==> config.mk <==
export PLATFORM = sky130hd
export DESIGN_NAME = stepper_ctrl
export DESIGN_NICKNAME = d
export VERILOG_FILES = /design/src/rtl/stepper_pkg.sv /design/src/rtl/step_tick_gen.sv /design/src/rtl/stepper_ctrl.sv
export SDC_FILE = /design/constraint.sdc
export NUM_CORES = 1
export LEC_CHECK = 0
export CAP_MARGIN = 20
export CORE_UTILIZATION = 51
export CTS_CLUSTER_DIAMETER = 60
export DETAILED_ROUTE_END_ITERATION = 7
export GPL_TIMING_DRIVEN = 0
export PLACE_DENSITY = 0.86
export SYNTH_ARGS = -nofsm -noshare
export SYNTH_HDL_FRONTEND = slang
export SYNTH_HIERARCHICAL = 1
export SYNTH_SLANG_ARGS = --single-unit
==> constraint.sdc <==
create_clock -name CLK -period 3.1 [get_ports CLK]
set_clock_uncertainty 0.05 [all_clocks]
set_input_delay 0.775 -clock CLK [delete_from_list [all_inputs] [get_ports CLK]]
set_output_delay 0.775 -clock CLK [all_outputs]
set_load 0.005 [all_outputs]
==> src/rtl/stepper_pkg.sv <==
// Shared types and constants for the stepper controller: FSM states, drive modes,
// half-step coil table and the per-tick index advance.
package stepper_pkg;

  typedef enum logic [1:0] {IDLE, RUN_CONT, MOVE} state_t;

  localparam logic [1:0] MODE_WAVE = 2'd0;
  localparam logic [1:0] MODE_FULL = 2'd1;
  localparam logic [1:0] MODE_HALF = 2'd2;

  // Entry 0 is the least significant nibble: 1000, 1100, 0100, 0110, 0010, 0011, 0001, 1001
  localparam logic [7:0][3:0] HALF_TBL = {4'b1001, 4'b0001, 4'b0011, 4'b0010,
                                          4'b0110, 4'b0100, 4'b1100, 4'b1000};

  // Wave sits on even indices, full on odd; a wrong-parity index takes a single realign step.
  function automatic logic [2:0] step_amt(input logic [1:0] m, input logic odd);
    case (m)
      MODE_WAVE: step_amt = odd ? 3'd1 : 3'd2;
      MODE_FULL: step_amt = odd ? 3'd2 : 3'd1;
      default:   step_amt = 3'd1;
    endcase
  endfunction

endpackage

==> src/rtl/step_tick_gen.sv <==
// Step-rate divider: one-cycle tick every max(div_val,1) cycles while enabled.
module step_tick_gen #(
  parameter int DIV_W = 24
) (
  input  logic             CLK,
  input  logic             reset_n,
  input  logic             en,
  input  logic             clr,
  input  logic [DIV_W-1:0] div_val,
  output logic             tick
);

  logic [DIV_W-1:0] cnt;
  logic [DIV_W-1:0] lim;

  // >= so a divider shortened mid-count fires at once instead of wrapping around
  assign lim  = (div_val == '0) ? '0 : div_val - DIV_W'(1);
  assign tick = en && (cnt >= lim);

  always_ff @(posedge CLK or negedge reset_n) begin
    if (!reset_n)                cnt <= '0;
    else if (clr || !en || tick) cnt <= '0;
    else                         cnt <= cnt + DIV_W'(1);
  end

endmodule

==> src/rtl/stepper_ctrl.sv <==
// Unipolar stepper controller: continuous run or counted moves, wave/full/half drive,
// programmable step rate, coil hold and signed position tracking.
module stepper_ctrl
  import stepper_pkg::*;
#(
  parameter int DIV_W = 24,
  parameter int CNT_W = 16,
  parameter int POS_W = 16
) (
  input  logic             CLK,
  input  logic             reset_n,
  input  logic             DIR,
  input  logic             RUN,
  input  logic             start,
  input  logic [CNT_W-1:0] target,
  input  logic [1:0]       mode,
  input  logic [DIV_W-1:0] div_val,
  input  logic             hold,
  output logic [3:0]       JC,
  output logic             busy,
  output logic             done,
  output logic [POS_W-1:0] position
);

  state_t           state, state_n;
  logic [2:0]       idx, idx_n, amt;
  logic [CNT_W-1:0] rem, rem_n;
  logic [POS_W-1:0] pos_n;
  logic [3:0]       jc_n;
  logic             tick, clr, done_set, mv_end, run_blk;

  assign clr  = (state == RUN_CONT) && start && (target != '0);
  assign busy = (state != IDLE);

  step_tick_gen #(.DIV_W(DIV_W)) u_tick (
    .CLK(CLK), .reset_n(reset_n), .en(busy), .clr(clr), .div_val(div_val), .tick(tick)
  );

  always_comb begin
    state_n  = state;
    rem_n    = rem;
    done_set = 1'b0;
    mv_end   = 1'b0;
    case (state)
      IDLE: begin
        if (start) begin
          if (target != '0) begin
            state_n = MOVE;
            rem_n   = target;
          end else begin
            done_set = 1'b1;
          end
        end else if (RUN && !run_blk) begin
          state_n = RUN_CONT;
        end
      end
      RUN_CONT: begin
        if (start && target != '0) begin
          state_n = MOVE;
          rem_n   = target;
        end else if (!RUN) begin
          state_n = IDLE;
        end
      end
      MOVE: begin
        if (tick) begin
          rem_n = rem - CNT_W'(1);
          if (rem == CNT_W'(1)) begin
            state_n  = IDLE;
            done_set = 1'b1;
            mv_end   = 1'b1;
          end
        end
      end
      default: state_n = IDLE;
    endcase

    amt   = step_amt(mode, idx[0]);
    idx_n = idx;
    pos_n = position;
    if (tick) begin
      idx_n = DIR ? idx + amt : idx - amt;
      pos_n = DIR ? position + POS_W'(1) : position - POS_W'(1);
    end
    jc_n = (state_n != IDLE || hold) ? HALF_TBL[idx_n] : 4'b0000;
  end

  always_ff @(posedge CLK or negedge reset_n) begin
    if (!reset_n) begin
      state    <= IDLE;
      idx      <= '0;
      rem      <= '0;
      position <= '0;
      JC       <= '0;
      done     <= 1'b0;
      run_blk  <= 1'b0;
    end else begin
      state    <= state_n;
      idx      <= idx_n;
      rem      <= rem_n;
      position <= pos_n;
      JC       <= jc_n;
      done     <= done_set;
      // a held RUN must be released and re-asserted before continuous stepping resumes
      if (mv_end && RUN) run_blk <= 1'b1;
      else if (!RUN)     run_blk <= 1'b0;
    end
  end

endmodule

==> metrics.txt, run 1 <==
end of the worst register-to-register path rem[0]$_DFFE_PN0P_; transition at the pin with the smallest max-transition slack around 0.86 ns; Placed Cells ~800; Max VDD drop between 0.3 and 0.4 mV; number of storage elements in the synthesis netlist 67; Primary FF master, synth dfrtp_1; residual overflow from global routing 0; highest-utilization routing layer at the global route stage met2; share of power burned in the clock network 19.2%; family of cells with the greatest summed delay on the critical path simple AND/OR/NAND/NOR gates; number of cells in the finished layout apart from fillers approximately 860; total core area about 9800 sq um; area fraction of the dominant cell type after synthesis about a third; cells traversed along the worst timing path buf_8, or4_4, nor4_4, buf_4, buf_4, nand2_4, o31a_1, ha_1, nand4_1, nor4_4, nand4_1, a31oi_4, o21a_1, buf_4, buf_6, buf_6, buf_12, buf_6, nand2_2, nand2b_1, buf_4, o21ai_1, o21ai_1; half-perimeter wire length of the detailed placement result ~9400 um; period utilisation layout 158.8%; number of port buffers a little under 70; run status finished, violations left; element type at the critical path end flip-flop; count of different cell masters after synthesis 70; crit path setup slack, layout -1.822 ns; Final Setup Violations between 60 and 70; setup repair after global routing missed its margin true; Buf+Inv Stages, Crit Path 9; multi-input gate area in the final layout just under 4000 sq um; largest driver fanout on the critical path 7; Worst path max stage delay roughly 0.56 ns; met2 demand-to-capacity share in global routing between 50 and 60%; growth of design area from synthesis to finish 41.97%; flop-to-flop setup slack -0.21 ns; final critical-path required period 4.922 ns; Required @ worst endpoint ~3.3 ns; power share of the sequential group a little under two fifths; Synth Cell Area between 5000 and 6000 sq um; weighted congestion reported at the end of routability-driven placement a little over 0.9; average routed wire per standard cell 19.19 um; Horiz. Die Dim between 100 and 150 um; count of routing violations after the opening detailed-route iteration 382; Lkg Pwr between 3 and 4 nW; met3 track demand over resource in global routing 5.424%; share of synthesized registers carrying an async set or reset 100.0%; clock buffers created by TritonCTS 9; via count of the first global-routing pass ~5400; Die H a little over 100 um; Rel. slew slack 42.41%; beginning of the worst register-to-register path u_tick/cnt[17]$_DFF_PN0_; highest-count cells in the layout ignoring fill and taps dfrtp_1 (67), nand2_1 (59), clkdlybuf4s50_1 (55); Final Slew Violations 0; largest cells by area after synthesis dfrtp_1 (33%), ha_1 (11%), xnor2_1 (5.3%); Hold-fix buffers, CTS 0; cell-internal power a little under 2 mW; Hold Violations, Final 0; total of warnings raised by yosys 6; clock net sink count 67; fraction of final layout cells with drive strength greater than 1 between 20 and 25%; most area-hungry cell type in the Yosys netlist dfrtp_1; maximum number of pins on one net before global-route repair between 60 and 70; max cap viols 0; Min-Delay Path Class input pin to asynchronous set/reset pin; type of the worst setup path input pin to flip-flop; global-route usage over all layers a little under a third; EDFF count, synth 0; critical path's slowest cell or4_4; utilization of the core after routing 74.91%; Power, Total ~3.2 mW; most numerous cell on the critical path buf_4; vias post-DR 5344; Initial Utilization 52.76%; violations in the final reports negative setup slack; Total Nets Final 815; number of optimization iterations in the first detailed-route pass 5; data arrival at the endpoint of the critical path ~5.1 ns; Skew-Pair Late Insertion Delay between 0.3 and 0.4 ns; number of antenna violations at the first check in global routing 0; Inserted Diodes 0; CTS clock-pin slew for the worst setup and hold paths about 0.07 ns; net switching power of the design ~1.3 mW; Post-DRT Antenna Nets 0; global-route wire length before repair roughly 25000 um; I/O Pins 70; total number of placement rows 36; R2R depth 16; DR DRC count 0; vias per cell roughly 6.2; area of the die around 11000 sq um; Seq. cell area between 1500 and 2000 sq um; most frequent standard cell in the layout excluding fill and tap cells dfrtp_1; # H-tree levels 3; sequential element share of the synthesized area about 33%; Critical Path Start Type input pin; Fmax achieved slightly above 200 MHz; switching power share of the total just under 40%; Logic pwr share between 40 and 50%; Mapped Nets between 600 and 700; buffer depth of the longest clock path 2; Pwr Density 439.9 nW/um^2; total wire length after detailed routing 16420 um; synthesized area per cell 8.727 sq um; global-route met1 utilization ~37%; CTS tree yes; count of filler cells inserted in the layout between 600 and 700; Root Buffer Master clkbuf_8; number of standard cells after synthesis ~590
state kept, by name (all words and copies together), names as in the netlist:
register	flops
idx	3
position	16
done	1
u_tick/cnt	24
rem	16
state	2
run_blk	1
JC	4
cell usage after synthesis, drive strengths merged, types with 4 or more instances:
master,n
nand2,67
xor2,23
xnor2,31
o21ai,36
nand4b,4
or3,5
and3,6
nand2b,8
nor4,15
nor3,43
o211ai,5
a21o,7
mux2,11
nor2,39
and2,6
ha,44
and4,5
inv,15
nor3b,5
dfrtp,67
nor2b,8
a211oi,4
a31oi,5
nand3,15
a21oi,41
nand4,9
clkbuf,15
routing by layer:
metal | vias to the layer above | routed length, um
met1 | 2587 | 6288
met2 | 255 | 8355
li1 | 2430 | -
met4 | 0 | 744
met5 | - | 0
met3 | 72 | 1036
worst max path at each step:
stage                      from            endpoint  slack [ns]  depth (start not counted)
floorplan            div_val[7]     JC[2]$_DFF_PN0_       -1.72                         17
detailed placement   div_val[0]     JC[2]$_DFF_PN0_       -2.85                         19
finish               div_val[7]  rem[0]$_DFFE_PN0P_       -1.82                         23
global route         div_val[7]  rem[0]$_DFFE_PN0P_       -1.98                         23
CTS                 div_val[12]     JC[0]$_DFF_PN0_       -1.76                         18
global placement     div_val[7]     JC[2]$_DFF_PN0_       -2.70                         18
cell families after synthesis:
logic type                 share of synthesized area, %
xor gates and xnor gates                          9.170
muxes                                             2.984
and+or+nand+nor                                   25.04
DFF                                               32.51
buffers and inverters                             2.571
AOI/OAI and AO/OA                                 16.28
adders and majority gates                         11.45
worst register-to-register path, cell delays in order (launching register included):
cell,delay (ns)
dfrtp_1,0.44
ha_1,0.34
nand4_1,0.20
nor4_4,0.35
nand4_1,0.21
a31oi_4,0.25
o21a_1,0.23
buf_4,0.15
buf_6,0.09
buf_6,0.10
buf_12,0.12
buf_6,0.10
nand2_2,0.04
nand2b_1,0.16
buf_4,0.14
o21ai_1,0.07
o21ai_1,0.21
what timing repair did:
action	4_1_cts	5_1_grt
setup endpoints to repair	66	66
pin swaps	34	30
gates cloned	3	1
buffers inserted	42	19
gates resized for setup	122	82
power groups by stage:
stage                     registers, mW  logic (mW)  clock network [mW]
after CTS                          1.20        1.22               0.613
after floorplan                    1.16       0.719                   0
after global placement             1.20       0.965                   0
final                              1.22        1.38               0.617
after global routing               1.23        1.51               0.655
after detailed placement           1.21        1.01                   0
cell type report:
| type | count | area share [%] |
|---|---|---|
| repair buffers | 121 | 15.62 |
| clock buffers | 13 | 2.033 |
| flip-flops and latches | 67 | 22.90 |
| well taps | 133 | 2.273 |
| inverters | 15 | 0.7690 |
| plain buffers | 16 | 2.666 |
| multi-input cells | 491 | 53.74 |
through the flow:
| step | setup TNS, ns | area [sq um] | setup WS, ns | hold slack [ns] |
|---|---|---|---|---|
| 6_report | -95.32 | 7322 | -1.822 | 0.4699 |
| 5_1_grt | -102.82 | 7322 | -1.975 | 0.4961 |
| 4_1_cts | -85.63 | 6994 | -1.758 | 0.4726 |
| 3_5_place_dp | -152.61 | 6111 | -2.849 | 0.4564 |
| 3_3_place_gp | -214.52 | 6113 | -2.703 | 0.4426 |
| 2_1_floorplan | -81.01 | 5256 | -1.716 | 0.4083 |
Note: power is estimated with default switching activity, not from simulation.
==> run 2, diff against run 1 <==
- GPL_ROUTABILITY_DRIVEN: unset -> 0
==> results of run 2 <==
No change in the layout: final DEF, timing and power equal those of run 1.
